==> src/rtl/uart_tx_arbiter_if.sv <==
// uart_tx_arbiter_if
//   Bundles the requester byte streams and the UART TX handshake that the
//   arbiter sits between. Signal suffixes are from the arbiter's viewpoint
//   (_i = into the arbiter, _o = out of the arbiter).
//
//   req_valid_i        [NUM_REQ]    per-requester byte valid
//   req_data_i         [8*NUM_REQ]  flat data, requester k on [8k+7:8k]
//   req_last_i         [NUM_REQ]    byte closes its packet
//   req_ready_o        [NUM_REQ]    byte accepted when valid & ready
//   grant_o            [NUM_REQ]    one-hot channel owner, 0 when free
//   uart_tx_data_o     [8]          to uart tx_data_i
//   uart_tx_trigger_o  [1]          to uart tx_trigger_i, one-cycle pulse
//   uart_tx_complete_i [1]          from uart tx_complete_o, high = idle
//   busy_o             [1]          arbiter not idle
//   err_o              [1]          start-timeout pulse
//
//   modport slave  : the arbiter
//   modport master : requesters + UART side (the environment)
interface uart_tx_arbiter_if #(
    parameter int NUM_REQ = 4
);
    logic [NUM_REQ-1:0]   req_valid_i;
    logic [8*NUM_REQ-1:0] req_data_i;
    logic [NUM_REQ-1:0]   req_last_i;
    logic [NUM_REQ-1:0]   req_ready_o;
    logic [NUM_REQ-1:0]   grant_o;
    logic [7:0]           uart_tx_data_o;
    logic                 uart_tx_trigger_o;
    logic                 uart_tx_complete_i;
    logic                 busy_o;
    logic                 err_o;

    modport slave (
        input  req_valid_i, req_data_i, req_last_i, uart_tx_complete_i,
        output req_ready_o, grant_o, uart_tx_data_o, uart_tx_trigger_o,
               busy_o, err_o
    );

    modport master (
        output req_valid_i, req_data_i, req_last_i, uart_tx_complete_i,
        input  req_ready_o, grant_o, uart_tx_data_o, uart_tx_trigger_o,
               busy_o, err_o
    );
endinterface

==> src/rtl/uart_tx_arbiter.sv <==
// uart_tx_arbiter
//   Shares one UART TX channel between NUM_REQ byte-stream requesters.
//   Round-robin arbitration with packet locking: the owner keeps the channel
//   until it sends a byte flagged last, or leaves valid low for LOCK_TIMEOUT
//   cycles while the arbiter waits for its next byte.
//
//   clk_i   system clock
//   rst_ni  asynchronous active-low reset
//   bus     uart_tx_arbiter_if.slave (requester + UART handshake signals)
module uart_tx_arbiter #(
    parameter int NUM_REQ       = 4,
    parameter int LOCK_TIMEOUT  = 1000,
    parameter int GAP_CYCLES    = 0,
    parameter int START_TIMEOUT = 8
) (
    input  logic               clk_i,
    input  logic               rst_ni,
    uart_tx_arbiter_if.slave   bus
);
    localparam int IW = $clog2(NUM_REQ);
    localparam int LW = $clog2(LOCK_TIMEOUT + 1);
    localparam int SW = $clog2(START_TIMEOUT + 1);
    localparam int GW = (GAP_CYCLES < 1) ? 1 : $clog2(GAP_CYCLES + 1);

    typedef enum logic [2:0] {
        IDLE, ACCEPT, TRIGGER, WAIT_START, WAIT_DONE, GAP
    } state_t;

    state_t               r_state, w_state_nxt;
    logic [NUM_REQ-1:0]   r_grant;
    logic [IW-1:0]        r_gidx, r_ptr;
    logic [7:0]           r_data;
    logic                 r_last, r_trig;
    logic [LW-1:0]        r_tocnt;
    logic [SW-1:0]        r_stcnt;
    logic [GW-1:0]        r_gapcnt;

    logic                 w_found;
    logic [IW-1:0]        w_win_idx, w_ptr_nxt;
    logic [NUM_REQ-1:0]   w_win_oh;
    logic [7:0]           w_req_data;
    logic                 w_grant, w_release, w_capture, w_err;
    logic                 w_to_clr, w_to_inc, w_st_clr, w_st_inc, w_gap_clr, w_gap_inc;

    // First valid requester at or above the pointer, wrapping.
    always_comb begin
        int j;
        w_found   = 1'b0;
        w_win_idx = '0;
        j         = 0;
        for (int i = 0; i < NUM_REQ; i++) begin
            j = int'(r_ptr) + i;
            if (j >= NUM_REQ) j = j - NUM_REQ;
            if (!w_found && bus.req_valid_i[IW'(j)]) begin
                w_found   = 1'b1;
                w_win_idx = IW'(j);
            end
        end
    end

    always_comb begin
        w_win_oh   = '0;
        w_req_data = '0;
        for (int k = 0; k < NUM_REQ; k++) begin
            w_win_oh[k] = (w_win_idx == IW'(k));
            if (r_gidx == IW'(k)) w_req_data = bus.req_data_i[8*k +: 8];
        end
    end

    // Releasing owner always hands priority to the next index: no starvation.
    assign w_ptr_nxt = (r_gidx == IW'(NUM_REQ - 1)) ? '0 : r_gidx + 1'b1;

    always_comb begin
        w_state_nxt = r_state;
        w_grant     = 1'b0;
        w_release   = 1'b0;
        w_capture   = 1'b0;
        w_err       = 1'b0;
        w_to_clr    = 1'b0;
        w_to_inc    = 1'b0;
        w_st_clr    = 1'b0;
        w_st_inc    = 1'b0;
        w_gap_clr   = 1'b0;
        w_gap_inc   = 1'b0;
        case (r_state)
            // The UART has no reset and may still be mid-frame after ours.
            IDLE: if (bus.uart_tx_complete_i && w_found) begin
                w_grant     = 1'b1;
                w_to_clr    = 1'b1;
                w_state_nxt = ACCEPT;
            end
            ACCEPT: begin
                if (bus.req_valid_i[r_gidx]) begin
                    w_capture   = 1'b1;
                    w_state_nxt = TRIGGER;
                end else if (int'(r_tocnt) + 1 >= LOCK_TIMEOUT) begin
                    w_release   = 1'b1;
                    w_state_nxt = IDLE;
                end else begin
                    w_to_inc    = 1'b1;
                end
            end
            TRIGGER: begin
                w_st_clr    = 1'b1;
                w_state_nxt = WAIT_START;
            end
            WAIT_START: begin
                if (!bus.uart_tx_complete_i) begin
                    w_state_nxt = WAIT_DONE;
                end else if (int'(r_stcnt) + 1 >= START_TIMEOUT) begin
                    // UART never started: byte presumed lost, carry on.
                    w_err       = 1'b1;
                    w_gap_clr   = 1'b1;
                    w_state_nxt = GAP;
                end else begin
                    w_st_inc    = 1'b1;
                end
            end
            WAIT_DONE: if (bus.uart_tx_complete_i) begin
                w_gap_clr   = 1'b1;
                w_state_nxt = GAP;
            end
            GAP: begin
                // GAP always lasts at least one cycle, GAP_CYCLES when > 0.
                if (int'(r_gapcnt) + 1 >= GAP_CYCLES) begin
                    if (r_last) begin
                        w_release   = 1'b1;
                        w_state_nxt = IDLE;
                    end else begin
                        w_to_clr    = 1'b1;
                        w_state_nxt = ACCEPT;
                    end
                end else begin
                    w_gap_inc = 1'b1;
                end
            end
            default: w_state_nxt = IDLE;
        endcase
    end

    always_ff @(posedge clk_i or negedge rst_ni) begin
        if (!rst_ni) begin
            r_state  <= IDLE;
            r_grant  <= '0;
            r_gidx   <= '0;
            r_ptr    <= '0;
            r_data   <= '0;
            r_last   <= 1'b0;
            r_trig   <= 1'b0;
            r_tocnt  <= '0;
            r_stcnt  <= '0;
            r_gapcnt <= '0;
        end else begin
            r_state <= w_state_nxt;
            r_trig  <= (w_state_nxt == TRIGGER);
            if (w_grant) begin
                r_gidx  <= w_win_idx;
                r_grant <= w_win_oh;
            end
            if (w_release) begin
                r_grant <= '0;
                r_ptr   <= w_ptr_nxt;
            end
            // Data only moves on a handshake, so it holds across the frame.
            if (w_capture) begin
                r_data <= w_req_data;
                r_last <= bus.req_last_i[r_gidx];
            end
            if (w_to_clr)       r_tocnt  <= '0;
            else if (w_to_inc)  r_tocnt  <= r_tocnt + 1'b1;
            if (w_st_clr)       r_stcnt  <= '0;
            else if (w_st_inc)  r_stcnt  <= r_stcnt + 1'b1;
            if (w_gap_clr)      r_gapcnt <= '0;
            else if (w_gap_inc) r_gapcnt <= r_gapcnt + 1'b1;
        end
    end

    assign bus.req_ready_o       = (r_state == ACCEPT) ? r_grant : '0;
    assign bus.grant_o           = r_grant;
    assign bus.uart_tx_data_o    = r_data;
    assign bus.uart_tx_trigger_o = r_trig;
    assign bus.busy_o            = (r_state != IDLE);
    assign bus.err_o             = w_err;
endmodule
==> src/flat_wrapper.sv <==
// flat-port wrapper written by rule: the top's interface ports become plain ports
module uart_tx_arbiter_flat 
#(
    parameter int NUM_REQ       = 4,
    parameter int LOCK_TIMEOUT  = 1000,
    parameter int GAP_CYCLES    = 0,
    parameter int START_TIMEOUT = 8
)
  (clk_i, rst_ni, bus_req_valid_i, bus_req_data_i, bus_req_last_i, bus_uart_tx_complete_i, bus_req_ready_o, bus_grant_o, bus_uart_tx_data_o, bus_uart_tx_trigger_o, bus_busy_o, bus_err_o);
  uart_tx_arbiter_if #(.NUM_REQ(NUM_REQ)) bus_i ();
  input  logic clk_i;
  input  logic rst_ni;
  input wire logic [$bits(bus_i.req_valid_i)-1:0] bus_req_valid_i;
  input wire logic [$bits(bus_i.req_data_i)-1:0] bus_req_data_i;
  input wire logic [$bits(bus_i.req_last_i)-1:0] bus_req_last_i;
  input wire logic [$bits(bus_i.uart_tx_complete_i)-1:0] bus_uart_tx_complete_i;
  output wire logic [$bits(bus_i.req_ready_o)-1:0] bus_req_ready_o;
  output wire logic [$bits(bus_i.grant_o)-1:0] bus_grant_o;
  output wire logic [$bits(bus_i.uart_tx_data_o)-1:0] bus_uart_tx_data_o;
  output wire logic [$bits(bus_i.uart_tx_trigger_o)-1:0] bus_uart_tx_trigger_o;
  output wire logic [$bits(bus_i.busy_o)-1:0] bus_busy_o;
  output wire logic [$bits(bus_i.err_o)-1:0] bus_err_o;
  assign bus_i.req_valid_i = bus_req_valid_i;
  assign bus_i.req_data_i = bus_req_data_i;
  assign bus_i.req_last_i = bus_req_last_i;
  assign bus_i.uart_tx_complete_i = bus_uart_tx_complete_i;
  assign bus_req_ready_o = bus_i.req_ready_o;
  assign bus_grant_o = bus_i.grant_o;
  assign bus_uart_tx_data_o = bus_i.uart_tx_data_o;
  assign bus_uart_tx_trigger_o = bus_i.uart_tx_trigger_o;
  assign bus_busy_o = bus_i.busy_o;
  assign bus_err_o = bus_i.err_o;
  uart_tx_arbiter #(.NUM_REQ(NUM_REQ), .LOCK_TIMEOUT(LOCK_TIMEOUT), .GAP_CYCLES(GAP_CYCLES), .START_TIMEOUT(START_TIMEOUT)) u_core (.clk_i(clk_i), .rst_ni(rst_ni), .bus(bus_i));
endmodule
==> config.mk <==
export PLATFORM = sky130hd
export DESIGN_NAME = uart_tx_arbiter_flat
export DESIGN_NICKNAME = d
export VERILOG_FILES = /design/src/rtl/uart_tx_arbiter_if.sv /design/src/rtl/uart_tx_arbiter.sv /design/src/flat_wrapper.sv
export SDC_FILE = /design/constraint.sdc
export NUM_CORES = 1
export LEC_CHECK = 0
export CAP_MARGIN = 25
export CORE_ASPECT_RATIO = 1.2
export CORE_MARGIN = 2
export CORE_UTILIZATION = 44
export CTS_CLUSTER_DIAMETER = 60
export DETAILED_ROUTE_END_ITERATION = 8
export PLACE_DENSITY = 0.74
export SYNTH_ARGS = -nofsm -noshare
export SYNTH_HDL_FRONTEND = slang
export SYNTH_SLANG_ARGS = --single-unit
==> constraint.sdc <==
create_clock -name clk_i -period 2.25 [get_ports clk_i]
set_input_delay 0.225 -clock clk_i [delete_from_list [all_inputs] [get_ports clk_i]]
set_output_delay 0.225 -clock clk_i [all_outputs]
set_load 0.1 [all_outputs]
==> run summary, run 1 <==
status -> finished, final reports clean
Slew @ Worst Pin -> 0.659 ns
fmax -> 0.475 GHz
Final min period -> 2.11 ns
main combinational cell family by area after synthesis -> simple AND/OR/NAND/NOR gates
worst-path maximum fanout -> 8
Adder-Cell Fraction of Synth Area -> 0.0394
DRT Pass-1 Iters -> 4
Ant. Diodes -> 0
Slew headroom -> 0.556
EDFF count, synth -> 0
vias in the first global route -> 1,973
worst setup margin -> 0.144 ns
Yosys cell types -> 49
antenna violations before repair -> 0
Util after Layout -> 0.641
clock-pin slew on the worst setup and hold paths -> 0.06 ns
Area after DPL -> 3050 um2
worst path arrival time -> 2.27 ns
Critical Path Start Type -> flip-flop
Tcrit/Tclk final -> 0.936
Synth Area in Simple Gates -> 0.259
DR vias -> 2,045
Tightest Hold Check Type -> input pin to asynchronous set/reset pin
RSZ-0062 raised after global routing -> no
final WL -> 5090 um
Worst Skew -> 0.00255 ns
CP Capture Type -> flip-flop
clk_lat worst skew -> 0.28 ns
first-pass GRT wire length -> 8650 um
H-tree levels -> 2
Fillers -> 426
Synthesized Nets -> 294
Die W -> 68.9 um
Setup CP Type -> flip-flop to flip-flop
required time of the critical path -> 2.41 ns
synthesized area per cell -> 9.12 um2
Max VDD drop -> 0.844 mV
post-synthesis instance total -> 244
hold_ws -> 0.347 ns
Pwr Density -> 1280 nW/um2
antenna viol nets, final -> 0
# nets final -> 374
number of max-cap violations -> 0
Async S/R FF share, synth -> 1.00
largest net degree at the start of global routing -> 36
design area -> 3140 um2
mux share of post-synthesis cell area -> 0.0861
Area Overhead vs Synth -> 41.2%
DIE AREA -> 5640 um2
I/O Buffers -> 61
floorplan core area -> 4900 um2
GP Congestion -> 0.904
Synth Area in Compound Gates -> 0.175
IO Pins -> 62
clock sink total -> 35
setup violators final -> 0
CTS buffer count -> 5
final hold viol count -> 0
initial DRC count -> 91
average vias per placed instance -> 5.34
Post-DP HPWL -> 4030 um
grt ovf -> 0
Top FF cell, synth -> dfrtp_1
DR DRC count -> 0
row cnt -> 28
CTS tree -> done
Syn. warnings -> 0
flip-flop and latch area -> 876 um2
total track usage -> 0.201
drt wl/cell -> 13.3 um
starting density of the core -> 0.454
setup_tns -> 0 ns
Root Buffer -> clkbuf_8
Synth Cell Area -> 2220 um2
layout cells sized above 1 -> 0.217
post-synthesis sequential area ratio -> 0.394
Lkg Pwr -> 0.00139 uW
Max Slew Vio Count -> 0
Synth Register Bits -> 35
Place WS -> -0.0318 ns
multi-input logic area -> 1300 um2
Die Height -> 81.9 um
Synth Area in XOR/XNOR -> 0.0157
Clock Path Buffers -> 2
==> path summary, 6_finish.rpt <==
path	startpoint	to	slack, ns	depth (start not counted)
max	u_core.r_tocnt[2]	u_core.r_state[0]	0.14	6
min	rst_ni	u_core.bus.grant_o[2]	0.35	2
max reg2reg	u_core.r_tocnt[2]	u_core.r_state[0]	0.14	6
min reg2reg	u_core.bus.uart_tx_data_o[5]	u_core.bus.uart_tx_data_o[5]	0.48	2
max in group asynchronous	rst_ni	u_core.r_tocnt[3]	1.59	2
min in group clk_i	u_core.bus.uart_tx_data_o[5]	u_core.bus.uart_tx_data_o[5]	0.48	2
==> critical path, stage by stage (launching register included) <==
cell and delay (ns):
dfrtp_1 0.44, nand3_2 0.17, or4b_1 0.52, a32oi_2 0.24, buf_4 0.16, a21oi_4 0.08, or3_1 0.37
==> report_power, final <==
group          internal, uW  total, uW  switching (uW)  leakage [uW]
registers               842       1040             199      0.000460
logic                   875       2580            1710      0.000893
clock network           206        409             204     0.0000371
total                  1920       4040            2110       0.00139
==> registers in the layout, indices dropped and copies added, names as in the netlist <==
register / cells
u_core.bus.grant_o: 4
u_core.bus.uart_tx_data_o: 8
u_core.bus.uart_tx_trigger_o: 1
u_core.r_gidx: 2
u_core.r_last: 1
u_core.r_ptr: 2
u_core.r_state: 3
u_core.r_stcnt: 4
u_core.r_tocnt: 10
==> layer usage <==
metal  part of all wire  vias to the layer above  wire length, um  GRT usage
met2               0.51                       61             2580      0.335
met3              0.058                       10              294     0.0534
met4              0.020                        0              104     0.0882
li1                   -                     1045                -          -
met1               0.42                      929             2110      0.242
met5                  0                        -                0          0
==> layout make-up <==
type | count | share of cell area
inverters | 5 | 0.00597
flip-flops and latches | 35 | 0.279
repair buffers | 84 | 0.254
clock buffers | 6 | 0.0231
multi-input cells | 193 | 0.414
well taps | 60 | 0.0239
==> metrics by stage <==
step | std cells | total power (uW)
5_1_grt | 383 | 4320
3_3_place_gp | 376 | 3610
2_1_floorplan | 244 | 2930
6_report | 383 | 4040
3_5_place_dp | 376 | 3650
4_1_cts | 382 | 4070
==> synth_stat cells, types with 2 or more instances <==
library cell | number | area share
dfrtp_1 | 35 | 0.39
ha_1 | 7 | 0.039
nor2_1 | 17 | 0.029
nor3_1 | 10 | 0.022
mux4_2 | 2 | 0.020
and3_1 | 5 | 0.014
o22ai_1 | 2 | 0.0056
nor3b_1 | 3 | 0.010
nand3b_1 | 2 | 0.0067
nand2_2 | 2 | 0.0056
nor2b_1 | 12 | 0.034
xnor2_1 | 3 | 0.012
mux2i_1 | 6 | 0.027
mux2_4 | 2 | 0.013
nand4_1 | 4 | 0.011
a22o_1 | 3 | 0.012
a21oi_1 | 20 | 0.045
a221oi_1 | 8 | 0.031
o21ai_0 | 13 | 0.029
nand3_1 | 7 | 0.016
clkbuf_1 | 9 | 0.015
inv_1 | 5 | 0.0084
or4_1 | 2 | 0.0067
nand2b_1 | 7 | 0.020
or3_1 | 2 | 0.0056
nand2_1 | 29 | 0.049
mux2_2 | 5 | 0.025
==> logic make-up after synthesis <==
kind of cell,after synthesis
fa+ha+maj,7
simple gates,110
flops,35
compound gates,57
buf+inv,16
mux,15
xor+xnor,4
==> cells in the final DEF, fill, tap and decap left out, types with 2 or more instances in the layout <==
| master | instances |
|---|---|
| clkdlybuf4s50_1 | 42 |
| buf_4 | 37 |
| dfrtp_1 | 35 |
| nand2_1 | 29 |
| a21oi_1 | 20 |
| nor2_1 | 17 |
| o21ai_0 | 13 |
| nor2b_1 | 12 |
| nor3_1 | 9 |
| a221oi_1 | 8 |
| nand2b_1 | 7 |
| nand3_1 | 7 |
| mux2i_1 | 6 |
| ha_1 | 6 |
| inv_1 | 5 |
| and3_1 | 5 |
| mux2_2 | 5 |
| clkbuf_8 | 5 |
| buf_12 | 5 |
| nand4_1 | 4 |
| nor3b_1 | 3 |
| a22o_1 | 3 |
| xnor2_1 | 3 |
| or3_1 | 2 |
| o22ai_1 | 2 |
| mux4_2 | 2 |
| nand2_2 | 2 |
| or4_1 | 2 |
| mux2_4 | 2 |
| nand3b_1 | 2 |
==> what timing repair did <==
| action | 4_1_cts | 5_1_grt |
|---|---|---|
| gates resized for setup | 0 | 3 |
| buffers inserted | 0 | 1 |
| hold buffers | 0 | 0 |
| setup endpoints to repair | 0 | 9 |
Power figures use the tool's default switching activity.
==> run 2, diff against run 1 <==
--- a/config.mk
+++ b/config.mk
@@ -7,7 +7,7 @@
 export LEC_CHECK = 0
 export CAP_MARGIN = 25
 export CORE_ASPECT_RATIO = 1.2
-export CORE_MARGIN = 2
+export CORE_MARGIN = 10
 export CORE_UTILIZATION = 44
 export CTS_CLUSTER_DIAMETER = 60
 export DETAILED_ROUTE_END_ITERATION = 8
==> run 2 against run 1 <==
Effect of this change:
- first-iteration DRC count is 47% lower
- sequential power hardly changed
- global-route usage is 6.9 points lower
- non-clock buffer count is 1 lower
- power is 3.7% higher
==> run summary, run 2 (synthesis gave the netlist of run 1 again) <==
status -> finished, final reports clean
crit-path most repeated cell -> nand2_2
Worst Skew -> 0.00401 ns (+0.00146 ns)
max reg flops -> 10 (unchanged)
R2R depth -> 7 (+1)
fmax -> 0.455 GHz (-4.1%)
Die Height -> 97.9 um (+20%)
number of max-cap violations -> 0 (unchanged)
Worst R2R Start -> u_core.r_tocnt[0]
H-tree levels -> 2 (unchanged)
RSZ-0062 raised after global routing -> yes
average vias per placed instance -> 5.37 (+0.57%)
setup violators final -> 0 (unchanged)
IO Pins -> 62 (unchanged)
Pwr Density -> 1330 nW/um2 (+3.2%)
initial DRC count -> 48 (-47%)
required time of the critical path -> 2.42 ns (about the same)
Tcrit/Tclk final -> 0.976 (+0.0400)
CTS buffer count -> 5 (unchanged)
DR vias -> 2,062 (+0.83%)
largest register by flop count -> u_core.r_tocnt
Die W -> 84.9 um (+23%)
Fillers -> 448 (+5.2%)
Root Buffer -> clkbuf_8
first-pass GRT wire length -> 9490 um (+9.8%)
clock-pin slew on the worst setup and hold paths -> 0.07 ns (about the same)
DRT Pass-1 Iters -> 5 (+1)
worst-path maximum fanout -> 4 (-4)
CP Capture Type -> flip-flop
Slew @ Worst Pin -> 0.605 ns (-0.0542 ns)
Tightest Hold Check Type -> input pin to asynchronous set/reset pin
drt wl/cell -> 14.9 um (+12%)
fin cells -> 384 (+0.26%)
CP cell instances -> buf_4, nand2_2, or4b_1, a32oi_2, nand2_2, a31oi_4, mux2_4
I/O Buffers -> 61 (unchanged)
Critical Path Start Type -> flip-flop
grt ovf -> 0 (unchanged)
hold_ws -> 0.347 ns (+0.0000690 ns)
total track usage -> 0.132 (-0.0695)
GP Congestion -> 0.904 (about the same)
Slew headroom -> 0.597 (+0.0408)
CTS tree -> done
Max VDD drop -> 0.764 mV (-9.5%)
row cnt -> 28 (unchanged)
cell family with most CP delay -> simple AND/OR/NAND/NOR gates
Setup CP Type -> flip-flop to flip-flop
Area Overhead vs Synth -> 41.9%
vias in the first global route -> 2,163 (+9.6%)
Max Slew Vio Count -> 0 (unchanged)
reg-to-reg setup timing slack -> 0.05 ns (-0.09 ns)
worst path arrival time -> 2.37 ns (+0.10 ns)
Slowest-stage cell, CP -> or4b_1
floorplan core area -> 4900 um2 (unchanged)
DIE AREA -> 8310 um2 (+47%)
Ant. Diodes -> 0 (unchanged)
DR DRC count -> 0 (unchanged)
Clock Path Buffers -> 2 (unchanged)
final hold viol count -> 0 (unchanged)
setup_tns -> 0 ns (unchanged)
antenna viol nets, final -> 0 (unchanged)
Lkg Pwr -> 0.00139 uW (+0.30%)
slowest stage delay, CP -> 0.55 ns (+0.03 ns)
largest net degree at the start of global routing -> 36 (unchanged)
Post-DP HPWL -> 4590 um (+14%)
Placed Instances -> 376 (unchanged)
most frequent cells in the layout -> 42 x clkdlybuf4s50_1, 36 x buf_4, 34 x dfrtp_1
# nets final -> 373 (-0.27%)
layout cells sized above 1 -> 0.219 (+0.00242)
starting density of the core -> 0.454 (unchanged)
final WL -> 5730 um (+13%)
clock sink total -> 35 (unchanged)
crit path buf inv count -> 1 (unchanged)
Final min period -> 2.20 ns (+0.0900 ns)
clk_lat worst skew -> 0.29 ns (about the same)
antenna violations before repair -> 0 (unchanged)
post-CTS setup buffers -> 0 (unchanged)
worst reg2reg path endpoint -> u_core.r_ptr[0]
most common cell after layout, fill and taps aside -> clkdlybuf4s50_1
-- run 2: changes by cell type in the layout (fill, tap and decap cells not counted), sizes merged --
cell    change
clkbuf      +2
buf         -1
-- run 2: cell type report --
type                            instances  area [um2]  share of cell area
Clock buffer                            8         100              0.0317
Inverter                                5        18.8             0.00595
Multi-Input combinational cell        193        1290               0.410
Sequential cell                        35         877               0.278
Tap cell                               60        75.1              0.0238
Timing Repair Buffer                   83         791               0.250
-- run 2: worst max path at each step --
stage | from | endpoint | slack [ns] | cells past startpoint
floorplan | u_core.r_state[0] | bus_err_o | 0.01 | 4
global placement | bus_req_valid_i[3] | u_core.r_tocnt[5] | -0.03 | 7
detailed placement | bus_req_valid_i[3] | u_core.r_tocnt[4] | -0.05 | 7
CTS | u_core.r_tocnt[0] | u_core.r_tocnt[4] | 0.003 | 7
global route | u_core.r_tocnt[1] | u_core.r_ptr[1] | -0.001 | 7
finish | u_core.r_tocnt[0] | u_core.r_ptr[0] | 0.05 | 7
-- run 2: repair_timing --
action | CTS | global route
hold buffers | 0 | 0
hold endpoints to repair | 0 | 0
setup endpoints to repair | 0 | 6
gates resized for setup | 0 | 3
-- run 2: per-stage QoR --
stage	util	worst slack, ns	area (um2)	power (uW)
3_5_place_dp	0.621	-0.0462	3050	3700
6_report	0.644	0.0544	3160	4180
5_1_grt	0.644	-0.00107	3160	4440
2_1_floorplan	-	0.0106	2230	2930
4_1_cts	0.641	0.00332	3150	4200
3_3_place_gp	0.621	-0.0339	3050	3650
-- run 2: routing by layer --
| metal | global-route usage | part of all wire | vias up |
|---|---|---|---|
| met4 | 0.0419 | 0.012 | 0 |
| met2 | 0.233 | 0.50 | 47 |
| li1 | - | - | 1042 |
| met3 | 0.0515 | 0.080 | 6 |
| met1 | 0.139 | 0.41 | 967 |
| met5 | 0 | 0 | - |
-- run 2: power by group --
part	internal, uW	switching (uW)
registers	842	195
clock network	280	228
logic	890	1750
total	2010	2170
-- run 2: worst register-to-register path, cell delays in order, from the launching register on --
cell     delay [ns]
dfrtp_1        0.35
buf_4          0.14
nand2_2        0.08
or4b_1         0.55
a32oi_2        0.30
nand2_2        0.12
a31oi_4        0.22
mux2_4         0.32
